[src/rtl/logip_pkg.sv]
// Shared constants and types for the SUMP response path: identify string,
// metadata tokens, device name and the response-state encoding.
package logip_pkg;

  localparam logic [31:0] SUMP_ID   = 32'h3141_4C53;  // "1ALS"
  localparam logic [39:0] DEV_NAME  = "logIP";
  localparam logic [31:0] PROTO_VER = 32'd2;

  localparam logic [7:0] TOK_NAME   = 8'h01;
  localparam logic [7:0] TOK_PROBES = 8'h20;
  localparam logic [7:0] TOK_MEM    = 8'h21;
  localparam logic [7:0] TOK_RATE   = 8'h23;
  localparam logic [7:0] TOK_PROTO  = 8'h24;
  localparam logic [7:0] TOK_END    = 8'h00;

  localparam int ID_LEN   = 4;
  localparam int META_LEN = 28;

  typedef enum logic [1:0] {IDLE, ID, META, SMPL} rsp_state_e;

  function automatic logic [7:0] id_byte(input logic [1:0] k);
    case (k)
      2'd0:    return SUMP_ID[31:24];
      2'd1:    return SUMP_ID[23:16];
      2'd2:    return SUMP_ID[15:8];
      default: return SUMP_ID[7:0];
    endcase
  endfunction

  function automatic logic [3:0] low_bit(input logic [3:0] m);
    return m & (~m + 4'd1);
  endfunction

  // Byte of the lowest enabled group still left in the mask.
  function automatic logic [7:0] grp_byte(input logic [31:0] w, input logic [3:0] m);
    if (m[0])      return w[7:0];
    else if (m[1]) return w[15:8];
    else if (m[2]) return w[23:16];
    else if (m[3]) return w[31:24];
    else           return 8'h00;
  endfunction

endpackage

[src/rtl/sump_resp_tx_if.sv]
// Decoder/sampler-side strobes plus the byte stream toward the UART.
interface sump_resp_tx_if;
  logic        sft_rst_i;
  logic        id_i;
  logic        rd_meta_i;
  logic        xon_i;
  logic        xoff_i;
  logic [3:0]  grp_en_i;
  logic        smpl_vld_i;
  logic [31:0] smpl_i;
  logic        smpl_rdy_o;
  logic        tx_vld_o;
  logic [7:0]  tx_dat_o;
  logic        tx_rdy_i;
  logic        busy_o;

  modport master (
    input  sft_rst_i, id_i, rd_meta_i, xon_i, xoff_i,
    input  grp_en_i, smpl_vld_i, smpl_i, tx_rdy_i,
    output smpl_rdy_o, tx_vld_o, tx_dat_o, busy_o
  );

  modport slave (
    output sft_rst_i, id_i, rd_meta_i, xon_i, xoff_i,
    output grp_en_i, smpl_vld_i, smpl_i, tx_rdy_i,
    input  smpl_rdy_o, tx_vld_o, tx_dat_o, busy_o
  );
endinterface

[src/rtl/sump_meta_rom.sv]
// Metadata response table: byte index -> byte, values big-endian.
module sump_meta_rom
  import logip_pkg::*;
#(
  parameter int unsigned NUM_PROBES = 32,
  parameter int unsigned MEM_DEPTH  = 4096,
  parameter int unsigned MAX_RATE   = 100_000_000
) (
  input  logic [4:0] idx,
  output logic [7:0] dat
);

  localparam logic [31:0] PROBES    = 32'(NUM_PROBES);
  localparam logic [31:0] MEM_BYTES = 32'(MEM_DEPTH * 4);
  localparam logic [31:0] RATE      = 32'(MAX_RATE);

  always_comb begin
    dat = TOK_END;
    case (idx)
      5'd0:  dat = TOK_NAME;
      5'd1:  dat = DEV_NAME[39:32];
      5'd2:  dat = DEV_NAME[31:24];
      5'd3:  dat = DEV_NAME[23:16];
      5'd4:  dat = DEV_NAME[15:8];
      5'd5:  dat = DEV_NAME[7:0];
      5'd6:  dat = TOK_END;
      5'd7:  dat = TOK_PROBES;
      5'd8:  dat = PROBES[31:24];
      5'd9:  dat = PROBES[23:16];
      5'd10: dat = PROBES[15:8];
      5'd11: dat = PROBES[7:0];
      5'd12: dat = TOK_MEM;
      5'd13: dat = MEM_BYTES[31:24];
      5'd14: dat = MEM_BYTES[23:16];
      5'd15: dat = MEM_BYTES[15:8];
      5'd16: dat = MEM_BYTES[7:0];
      5'd17: dat = TOK_RATE;
      5'd18: dat = RATE[31:24];
      5'd19: dat = RATE[23:16];
      5'd20: dat = RATE[15:8];
      5'd21: dat = RATE[7:0];
      5'd22: dat = TOK_PROTO;
      5'd23: dat = PROTO_VER[31:24];
      5'd24: dat = PROTO_VER[23:16];
      5'd25: dat = PROTO_VER[15:8];
      5'd26: dat = PROTO_VER[7:0];
      default: dat = TOK_END;
    endcase
  end

endmodule

[src/rtl/sump_resp_tx.sv]
// SUMP response formatter: serialises identify, metadata and sample words
// into a valid/ready byte stream with XON/XOFF pause and soft reset.
module sump_resp_tx
  import logip_pkg::*;
#(
  parameter int unsigned NUM_PROBES = 32,
  parameter int unsigned MEM_DEPTH  = 4096,
  parameter int unsigned MAX_RATE   = 100_000_000
) (
  input  logic          clk_i,
  input  logic          rst_in,
  sump_resp_tx_if.master bus
);

  rsp_state_e  state;
  logic [4:0]  idx;
  logic        pend_id, pend_meta, paused, up;
  logic [31:0] smpl_q;
  logic [3:0]  msk;
  logic        tx_vld;
  logic [7:0]  tx_dat;

  logic        pause_nxt, xfer, req_id, req_meta, smpl_rdy, smpl_acc, last;
  logic [4:0]  nidx;
  logic [3:0]  msk_rem;
  logic [7:0]  rom_byte, seq_byte;

  // xoff wins over xon; the post-edge pause value gates raising a new byte.
  assign pause_nxt = bus.xoff_i | (paused & ~bus.xon_i);
  assign xfer      = tx_vld & bus.tx_rdy_i;
  assign req_id    = pend_id | bus.id_i;
  assign req_meta  = pend_meta | bus.rd_meta_i;
  assign smpl_rdy  = up & (state == IDLE) & ~pend_id & ~pend_meta & ~bus.sft_rst_i;
  assign smpl_acc  = bus.smpl_vld_i & smpl_rdy;

  assign nidx    = xfer ? idx + 5'd1 : idx;
  assign last    = ((state == ID)   && (idx == 5'(ID_LEN - 1))) ||
                   ((state == META) && (idx == 5'(META_LEN - 1)));
  assign msk_rem = xfer ? (msk & ~low_bit(msk)) : msk;

  sump_meta_rom #(
    .NUM_PROBES (NUM_PROBES),
    .MEM_DEPTH  (MEM_DEPTH),
    .MAX_RATE   (MAX_RATE)
  ) u_rom (
    .idx (nidx),
    .dat (rom_byte)
  );

  assign seq_byte = (state == ID) ? id_byte(nidx[1:0]) : rom_byte;

  always_ff @(posedge clk_i or negedge rst_in) begin
    if (!rst_in) begin
      state     <= IDLE;
      idx       <= '0;
      pend_id   <= 1'b0;
      pend_meta <= 1'b0;
      paused    <= 1'b0;
      up        <= 1'b0;
      smpl_q    <= '0;
      msk       <= '0;
      tx_vld    <= 1'b0;
      tx_dat    <= '0;
    end else begin
      up <= 1'b1;
      if (bus.sft_rst_i) begin
        state     <= IDLE;
        idx       <= '0;
        pend_id   <= 1'b0;
        pend_meta <= 1'b0;
        paused    <= 1'b0;
        msk       <= '0;
        tx_vld    <= 1'b0;
        tx_dat    <= '0;
      end else begin
        paused    <= pause_nxt;
        pend_id   <= pend_id | bus.id_i;
        pend_meta <= pend_meta | bus.rd_meta_i;
        case (state)
          IDLE: begin
            // An accepted sample was offered ready before any strobe this cycle.
            if (smpl_acc) begin
              state  <= SMPL;
              smpl_q <= bus.smpl_i;
              msk    <= bus.grp_en_i;
              tx_dat <= grp_byte(bus.smpl_i, bus.grp_en_i);
              tx_vld <= (|bus.grp_en_i) & ~pause_nxt;
            end else if (req_id) begin
              state   <= ID;
              pend_id <= 1'b0;
              idx     <= '0;
              tx_dat  <= id_byte(2'd0);
              tx_vld  <= ~pause_nxt;
            end else if (req_meta) begin
              state     <= META;
              pend_meta <= 1'b0;
              idx       <= '0;
              tx_dat    <= rom_byte;
              tx_vld    <= ~pause_nxt;
            end
          end
          ID, META: begin
            if (xfer && last) begin
              state  <= IDLE;
              idx    <= '0;
              tx_vld <= 1'b0;
            end else if (xfer || !tx_vld) begin
              idx    <= nidx;
              tx_dat <= seq_byte;
              tx_vld <= ~pause_nxt;
            end
          end
          SMPL: begin
            if (msk_rem == 4'd0) begin
              state  <= IDLE;
              msk    <= '0;
              tx_vld <= 1'b0;
            end else if (xfer || !tx_vld) begin
              msk    <= msk_rem;
              tx_dat <= grp_byte(smpl_q, msk_rem);
              tx_vld <= ~pause_nxt;
            end
          end
          default: state <= IDLE;
        endcase
      end
    end
  end

  assign bus.smpl_rdy_o = smpl_rdy;
  assign bus.tx_vld_o   = tx_vld;
  assign bus.tx_dat_o   = tx_dat;
  assign bus.busy_o     = (state != IDLE) | pend_id | pend_meta;

endmodule

[src/flat_wrapper.sv]
// flat-port wrapper written by rule: the top's interface ports become plain ports
module sump_resp_tx_flat import logip_pkg::*;
#(
  parameter int unsigned NUM_PROBES = 32,
  parameter int unsigned MEM_DEPTH  = 4096,
  parameter int unsigned MAX_RATE   = 100_000_000
)
  (clk_i, rst_in, bus_sft_rst_i, bus_id_i, bus_rd_meta_i, bus_xon_i, bus_xoff_i, bus_grp_en_i, bus_smpl_vld_i, bus_smpl_i, bus_tx_rdy_i, bus_smpl_rdy_o, bus_tx_vld_o, bus_tx_dat_o, bus_busy_o);
  sump_resp_tx_if bus_i ();
  input  logic clk_i;
  input  logic rst_in;
  input wire logic [$bits(bus_i.sft_rst_i)-1:0] bus_sft_rst_i;
  input wire logic [$bits(bus_i.id_i)-1:0] bus_id_i;
  input wire logic [$bits(bus_i.rd_meta_i)-1:0] bus_rd_meta_i;
  input wire logic [$bits(bus_i.xon_i)-1:0] bus_xon_i;
  input wire logic [$bits(bus_i.xoff_i)-1:0] bus_xoff_i;
  input wire logic [$bits(bus_i.grp_en_i)-1:0] bus_grp_en_i;
  input wire logic [$bits(bus_i.smpl_vld_i)-1:0] bus_smpl_vld_i;
  input wire logic [$bits(bus_i.smpl_i)-1:0] bus_smpl_i;
  input wire logic [$bits(bus_i.tx_rdy_i)-1:0] bus_tx_rdy_i;
  output wire logic [$bits(bus_i.smpl_rdy_o)-1:0] bus_smpl_rdy_o;
  output wire logic [$bits(bus_i.tx_vld_o)-1:0] bus_tx_vld_o;
  output wire logic [$bits(bus_i.tx_dat_o)-1:0] bus_tx_dat_o;
  output wire logic [$bits(bus_i.busy_o)-1:0] bus_busy_o;
  assign bus_i.sft_rst_i = bus_sft_rst_i;
  assign bus_i.id_i = bus_id_i;
  assign bus_i.rd_meta_i = bus_rd_meta_i;
  assign bus_i.xon_i = bus_xon_i;
  assign bus_i.xoff_i = bus_xoff_i;
  assign bus_i.grp_en_i = bus_grp_en_i;
  assign bus_i.smpl_vld_i = bus_smpl_vld_i;
  assign bus_i.smpl_i = bus_smpl_i;
  assign bus_i.tx_rdy_i = bus_tx_rdy_i;
  assign bus_smpl_rdy_o = bus_i.smpl_rdy_o;
  assign bus_tx_vld_o = bus_i.tx_vld_o;
  assign bus_tx_dat_o = bus_i.tx_dat_o;
  assign bus_busy_o = bus_i.busy_o;
  sump_resp_tx #(.NUM_PROBES(NUM_PROBES), .MEM_DEPTH(MEM_DEPTH), .MAX_RATE(MAX_RATE)) u_core (.clk_i(clk_i), .rst_in(rst_in), .bus(bus_i));
endmodule
[config.mk]
export PLATFORM = sky130hd
export DESIGN_NAME = sump_resp_tx_flat
export DESIGN_NICKNAME = d
export VERILOG_FILES = /design/src/rtl/logip_pkg.sv /design/src/rtl/sump_resp_tx_if.sv /design/src/rtl/sump_meta_rom.sv /design/src/rtl/sump_resp_tx.sv /design/src/flat_wrapper.sv
export SDC_FILE = /design/constraint.sdc
export NUM_CORES = 1
export LEC_CHECK = 0
export CAP_MARGIN = 0
export CORE_ASPECT_RATIO = 0.7
export CORE_MARGIN = 1
export CORE_UTILIZATION = 50
export DETAILED_ROUTE_END_ITERATION = 8
export DONT_BUFFER_PORTS = 1
export SLEW_MARGIN = 20
export SYNTH_ARGS = -nofsm -noshare
export SYNTH_HDL_FRONTEND = slang
export SYNTH_SLANG_ARGS = --single-unit
[constraint.sdc]
create_clock -name clk_i -period 3 [get_ports clk_i]
set_clock_uncertainty 0.05 [all_clocks]
set_input_delay 0.45 -clock clk_i [delete_from_list [all_inputs] [get_ports clk_i]]
set_output_delay 0.45 -clock clk_i [all_outputs]
set_load 0.01 [all_outputs]
==> flow_summary.toml, run 1 <==
[outcome]
outcome = "finished, violations left"
violations = "design-rule violations"

[clock_tree]
cts_made_buffers = 5
cts_tree = "built"
clock_path_buffers = 2
h-tree-depth = 2
cts_root_buf = "clkbuf_16"
clk_latency_ns = 0.30
path_clk_slew_ns = 0.07
cts_hold_buf = 2
clkSinkCount = 56
cts_resized = 0
post_cts_buffers = 0

[job]
cap_violations = 0

[route]
postRouteAntennaNets = 0
wirelength_um = 13900
wl_met2_um = 5530
top_layer = "met4"
route.vias.total = 4206
via_per_inst = 6.69
drt_iter0_markers = 464
post_drt_wl_per_cell_um = 22.1
wl_met1_um = 6700
drt_pass1_iterations = 7
drc = 4
wl_met3_um = 1560

[sta]
rsz0062_at_grt = "false"
post-route-period-util_pct = 96.7
setup_violations = 0
min_period_ns = 2.90
timing_hold_violations_final = 0
max_freq_ghz = 0.345
worst_pin_slew_ns = 0.677
setup_tns_ns = 0
slew-limit-headroom_pct = 54.9
slew_viol_final = 0

[logic_synthesis]
synth.avg_cell_area_um2 = 7.81
ys_async_sr_fraction_pct = 100
synthSimpleGateAreaFrac_pct = 23.9
syn_nets = 596
yosysWarningCount = 0
synth-main-ff-cell = "dfrtp_1"
synth_fa_ha_area_share_pct = 4.59
netlist_instances = 538
yosysSeqAreaShare_pct = 33.4
netlist_area_um2 = 4200
synth-compound-area-share_pct = 29.8
synth_cell_types = 69
synth_xor_area_share_pct = 1.94
synth_top_family_by_area = "compound AO/OA/AOI/OAI gates"
synthMuxAreaShare_pct = 0.506
ys_ff_latch = 56
synth_enable_flop_cells = 0

[worst_setup_path]
setup.worst_path.start_class = "register"
critPathRequiredTime_ns = 3.12
crit_path_max_incr_delay_ns = 0.56
worstSetupEndpointType = "register"
cp_top_family = "compound AO/OA/AOI/OAI gates"
cp.arrival_ns = 3.02
cpMaxStageDelayCell = "o311ai_0"
crit_fanout = 8
rrSetupSlack_ns = 0.1
path_cells = "ha_1, mux2_2, inv_1, ha_1, inv_1, o311ai_0, o32ai_2, a211oi_1, o31ai_1"
crit_type = "register to register"
cp.buffers_inverters = 2

[cells_and_area]
antenna_cells = 0
layout_commonest_cell = "nand2_1"
final_cell_mix = "nand2_1, dfrtp_1, o21ai_0"
final_core_util_pct = 56.4
fillers = 744
drive_gt1_share_pct = 8.90
area_growth_syn_to_layout_pct = 7.44
nets = 586

[placement]
gp_congestion = 0.942
io_buffer_count = 0
place_hpwl_um = 10500

[floorplan]
die-area_um2 = 8780
io_pins = 56
die_w_um = 112
start_util_pct = 52.5
core_region_area_um2 = 8010
rows = 27
fp.dieH_um = 78.7

[global_route]
grtUsageTotal_pct = 32.6
grt_antenna_before_repair = 0
grt_max_degree = 57
grt_overflow = 0
grt_pass1_vias = 3846
grt_pass1_wl_um = 21800

[pwr]
ir_drop_v = 0.000378
power_mw = 3.38
powerDensity_nw_per_um2 = 748
leakagePower_nw = 1.96

[hold_path]
holdCritPathClass = "input port to register"
==> cell usage after synthesis (2+ instances only) <==
| master | n | share of area [%] |
|---|---|---|
| maj3_1 | 3 | 0.71 |
| o2111ai_1 | 2 | 0.42 |
| o21bai_1 | 2 | 0.36 |
| a21oi_1 | 23 | 2.7 |
| nor2_1 | 20 | 1.8 |
| a32o_1 | 4 | 0.95 |
| nand3_1 | 9 | 1.1 |
| o21ai_0 | 43 | 5.1 |
| o32ai_2 | 2 | 0.77 |
| o31ai_1 | 11 | 2.0 |
| a22oi_1 | 6 | 1.1 |
| ha_1 | 13 | 3.9 |
| o41ai_1 | 5 | 1.0 |
| a32oi_1 | 4 | 0.83 |
| and3_1 | 6 | 0.89 |
| inv_1 | 18 | 1.6 |
| a21o_1 | 4 | 0.71 |
| buf_1 | 3 | 0.27 |
| a21bo_2 | 2 | 0.48 |
| xnor2_1 | 3 | 0.63 |
| nand4_1 | 2 | 0.30 |
| dfrtp_1 | 56 | 33 |
| a211o_1 | 5 | 1.0 |
| nor3_1 | 9 | 1.1 |
| o221ai_1 | 2 | 0.42 |
| o211ai_1 | 5 | 0.89 |
| and2_1 | 7 | 1.0 |
| or2_2 | 2 | 0.30 |
| nand2b_1 | 7 | 1.0 |
| a31oi_1 | 9 | 1.3 |
| a221oi_1 | 11 | 2.3 |
| xnor2_2 | 2 | 0.77 |
| nand4b_1 | 2 | 0.42 |
| buf_2 | 7 | 0.83 |
| a2111oi_0 | 2 | 0.42 |
| nand3b_1 | 4 | 0.71 |
| clkbuf_1 | 31 | 2.8 |
| or3_1 | 3 | 0.45 |
| a211oi_1 | 7 | 1.3 |
| o2bb2ai_1 | 2 | 0.42 |
| o22ai_1 | 14 | 2.1 |
| nor2b_1 | 9 | 1.3 |
| nand2_1 | 130 | 12 |
| a311oi_1 | 2 | 0.42 |
==> through the flow <==
stage,cell area [um^2],instances,hold WS (ns),setup slack (ns)
after global routing,4510,629,0.152,0.0286
final,4510,629,0.163,0.0987
after floorplan,4200,538,0.104,0.310
after CTS,4510,629,0.157,0.194
after detailed placement,4330,620,0.106,0.241
after global placement,4330,620,0.105,0.321
==> cell type report <==
type                            instances  area, um^2  area share (%)
Inverter                               18        67.6            1.50
Clock buffer                            6         139            3.08
Timing Repair Buffer                   26         218            4.82
Multi-Input combinational cell        421        2550            56.6
Tap cell                              101         126            2.80
Sequential cell                        56        1400            31.0
Clock inverter                          1        8.76           0.194
==> where the power goes <==
group	internal, mW	switching (mW)	total, mW
combinational	0.542	0.925	1.47
sequential	1.04	0.256	1.30
clock	0.330	0.282	0.612
total	1.92	1.46	3.38
==> worst reg2reg max path, cell delays in order, from the launching register on <==
cell and delay [ns]:
dfrtp_1 0.48, ha_1 0.39, mux2_2 0.34, inv_1 0.09
ha_1 0.18, inv_1 0.10, o311ai_0 0.56, o32ai_2 0.17
a211oi_1 0.29, o31ai_1 0.12
==> sequential cells by signal, summed over array words and instances, names as in the netlist <==
signal,count
u_core.msk,4
u_core.up,1
u_core.idx,5
u_core.pend_id,1
u_core.bus.tx_vld_o,1
u_core.pend_meta,1
u_core.bus.tx_dat_o,8
u_core.smpl_q,32
u_core.state,2
u_core.paused,1
==> worst paths after layout <==
kind	startpoint	to	depth (start not counted)
setup / recovery	u_core.idx[0]	u_core.bus.tx_dat_o[6]	9
hold / removal	bus_sft_rst_i	u_core.paused	1
setup reg to reg	u_core.idx[0]	u_core.bus.tx_dat_o[6]	9
hold reg to reg	u_core.smpl_q[3]	u_core.smpl_q[3]	2
max in group asynchronous	rst_in	u_core.pend_meta	2
min in group asynchronous	rst_in	u_core.idx[1]	2
==> metal layers <==
| layer | vias to the layer above | GRT usage, % |
|---|---|---|
| li1 | 1928 | - |
| met1 | 2028 | 50.9 |
| met2 | 234 | 44.7 |
| met3 | 16 | 8.93 |
| met4 | 0 | 5.27 |
| met5 | - | 0 |
==> kinds of logic (layout without fill, tap and decap cells) <==
family	after synthesis	in the layout
DFF	56	56
muxes	2	2
AOI/OAI and AO/OA	177	177
buffers and inverters	61	51
adders and majority gates	16	16
xor gates and xnor gates	6	6
and+or+nand+nor	219	219
other	1	1
Note: power is estimated with default switching activity, not from simulation.
==> run 2, diff against run 1 <==
--- a/config.mk
+++ b/config.mk
@@ -8,10 +8,11 @@
 export CAP_MARGIN = 0
 export CORE_ASPECT_RATIO = 0.7
 export CORE_MARGIN = 1
-export CORE_UTILIZATION = 50
+export CORE_UTILIZATION = 40
 export DETAILED_ROUTE_END_ITERATION = 8
 export DONT_BUFFER_PORTS = 1
 export SLEW_MARGIN = 20
 export SYNTH_ARGS = -nofsm -noshare
 export SYNTH_HDL_FRONTEND = slang
+export SYNTH_HIERARCHICAL = 1
 export SYNTH_SLANG_ARGS = --single-unit
==> run 2 against run 1 <==
  * Fmax increased by 3.7%
  * Routed wire length decreased by 8.4%
  * Die area increased by 21%
  * Non-clock buffer count decreased by 6
  * Critical path type unchanged
  * The flow now finishes without violations
  * Synthesized cell count decreased by 5.0%
  * Critical endpoint is now u_core/bus.tx_dat_o[6]
==> flow_summary.toml, run 2 <==
[route]
post_drt_wl_per_cell_um = 20.2
postRouteAntennaNets = 0
via_per_inst = 6.20
drt_pass1_iterations = 5
wirelength_um = 12800
drc = 0
route.vias.total = 3908
drt_iter0_markers = 469

[worst_setup_path]
cp.buffers_inverters = 2
path_cells = "and2_1, nand4_1, xnor2_1, inv_2, mux2_4, a311o_1, inv_1, mux2i_1, a21oi_1, o211ai_1, a32o_1"
cp.arrival_ns = 2.94
rrSetupSlack_ns = 0.20
setup.worst_path.start_class = "register"
cp_top_family = "compound AO/OA/AOI/OAI gates"
critPathRequiredTime_ns = 3.14
crit_fanout = 6
worstSetupEndpointType = "register"
cpMaxStageDelayCell = "dfrtp_1"
crit_path_max_incr_delay_ns = 0.42
crit_type = "register to register"

[sta]
worst_pin_slew_ns = 0.752
whs_ns = 0.157
min_period_ns = 2.80
setup_tns_ns = 0
layout_setup_ws_ns = 0.202
timing_hold_violations_final = 0
setup_violations = 0
max_freq_ghz = 0.357
slew-limit-headroom_pct = 49.9
slew_viol_final = 0
rsz0062_at_grt = "false"
post-route-period-util_pct = 93.3

[logic_synthesis]
synth-main-ff-cell = "dfrtp_1"
yosys.cell_count.top_type = "nand2_1"
synth_commonest_cells = "nand2_1, dfrtp_1, o21ai_0"
netlist_area_um2 = 4090
ys_ff_latch = 56
synth_enable_flop_cells = 0
yosysTopAreaCell = "dfrtp_1"
yosysSeqAreaShare_pct = 34.3
syn_nets = 572
synth.avg_cell_area_um2 = 8.00
yosysWarningCount = 6
synth_cell_types = 67
synth_top_area_share_pct = 34.3
synthTopCellsByArea = "dfrtp_1, nand2_1, o21ai_0, ha_1, a21oi_1"
netlist_instances = 511
ys_async_sr_fraction_pct = 100

[placement]
gp_congestion = 0.886
post-place-ws_ns = 0.176
io_buffer_count = 0
dp.cells = 620
place_hpwl_um = 9360
dpl_cell_area_um2 = 4240

[outcome]
outcome = "complete, no violations"

[hold_path]
holdCritPathClass = "input port to register"

[floorplan]
fp.dieH_um = 86.6
die-area_um2 = 10600
start_util_pct = 41.7
die_w_um = 123
core_region_area_um2 = 9800
io_pins = 56
rows = 30

[global_route]
grt_max_degree = 57
grt_pass1_vias = 3588
grt_antenna_before_repair = 0
grt_pass1_wl_um = 19800
grtUsageTotal_pct = 24.6
grt_overflow = 0

[job]
cap_violations = 0

[clock_tree]
post_cts_buffers = 0
cts_tree = "built"
cts_made_buffers = 5
clkSinkCount = 56
clock_path_buffers = 2
path_clk_slew_ns = 0.08
h-tree-depth = 2
cts_root_buf = "clkbuf_16"
clk_latency_ns = 0.30

[cells_and_area]
largest_reg_flops = 32
top_register = "u_core/smpl_q"
layout_commonest_cell = "nand2_1"
finalInstanceArea_um2 = 4430
drive_gt1_share_pct = 9.16
fillers = 939
final_core_util_pct = 45.2
area_growth_syn_to_layout_pct = 8.42
antenna_cells = 0
final_cell_mix = "nand2_1, dfrtp_1, o21ai_0"
final_cells = 630
nets = 562

[pwr]
powerDensity_nw_per_um2 = 782
ir_drop_v = 0.000358
leakagePower_nw = 1.95
power_mw = 3.46
## run 2: cell count changes in the layout (fill, tap and decap cells not counted), sizes merged, moves of 6 or more
cell,previous run,this run
nand2,130,123
mux2i,1,8
o31ai,11,1
o22ai,14,2
nor2b,9,16
and2,7,1
o221ai,2,8
mux2,1,7
buf,25,19
a22o,0,6
a221oi,11,4
## run 2: what timing repair did
item / CTS / global route
endpoints found under the hold margin: 56 / 0
endpoints found under the setup margin: 0 / 3
gates resized for setup: 0 / 2
hold buffers: 2 / 0
## run 2: logic make-up (layout without fill, tap and decap cells)
family                   count (synthesis)  after routing  synth area share [%]
flip-flops                              56             56                  34.3
XOR/XNOR                                 5              5                  1.07
multiplexers                            15             15                  3.98
adder cells (fa/ha/maj)                 17             17                  5.14
AND/OR/NAND/NOR                        205            205                  23.7
AO/OA/AOI/OAI                          154            154                  26.0
buffers and inverters                   58             49                  5.78
other                                    1              1                0.0917
## run 2: power breakdown
part	total (mW)	switching, mW	leakage, nW	internal (mW)
Combinational	1.53	0.917	1.15	0.615
Sequential	1.31	0.271	0.720	1.04
Clock	0.626	0.308	0.0744	0.317
Total	3.46	1.50	1.95	1.97
## run 2: final timing paths
path | from | to | cells after the start
setup / recovery | u_core/bus.tx_vld_o | u_core/bus.tx_dat_o[6] | 11
hold / removal | bus_sft_rst_i | u_core/paused | 1
setup reg to reg | u_core/bus.tx_vld_o | u_core/bus.tx_dat_o[6] | 11
hold reg to reg | u_core/smpl_q[9] | u_core/smpl_q[9] | 2
max in group asynchronous | rst_in | u_core/smpl_q[31] | 2
min in group asynchronous | rst_in | u_core/state[1] | 2
## run 2: final cells by class
class | count | area [um^2] | share of cell area (%)
multi-input cells | 397 | 2450 | 55.4
flip-flops and latches | 56 | 1400 | 31.6
repair buffers | 20 | 185 | 4.18
well taps | 128 | 160 | 3.61
clock buffers | 5 | 125 | 2.82
inverters | 21 | 78.8 | 1.78
clock inverters | 3 | 26.3 | 0.593
## run 2: metal layers
metal  GRT usage [%]  vias up  part of all wire (%)
met5               0        -                     0
met4            6.10        0                   1.2
met3            6.12       16                   9.6
met2            35.6      176                    43
met1            36.1     1902                    46
li1                -     1814                     -
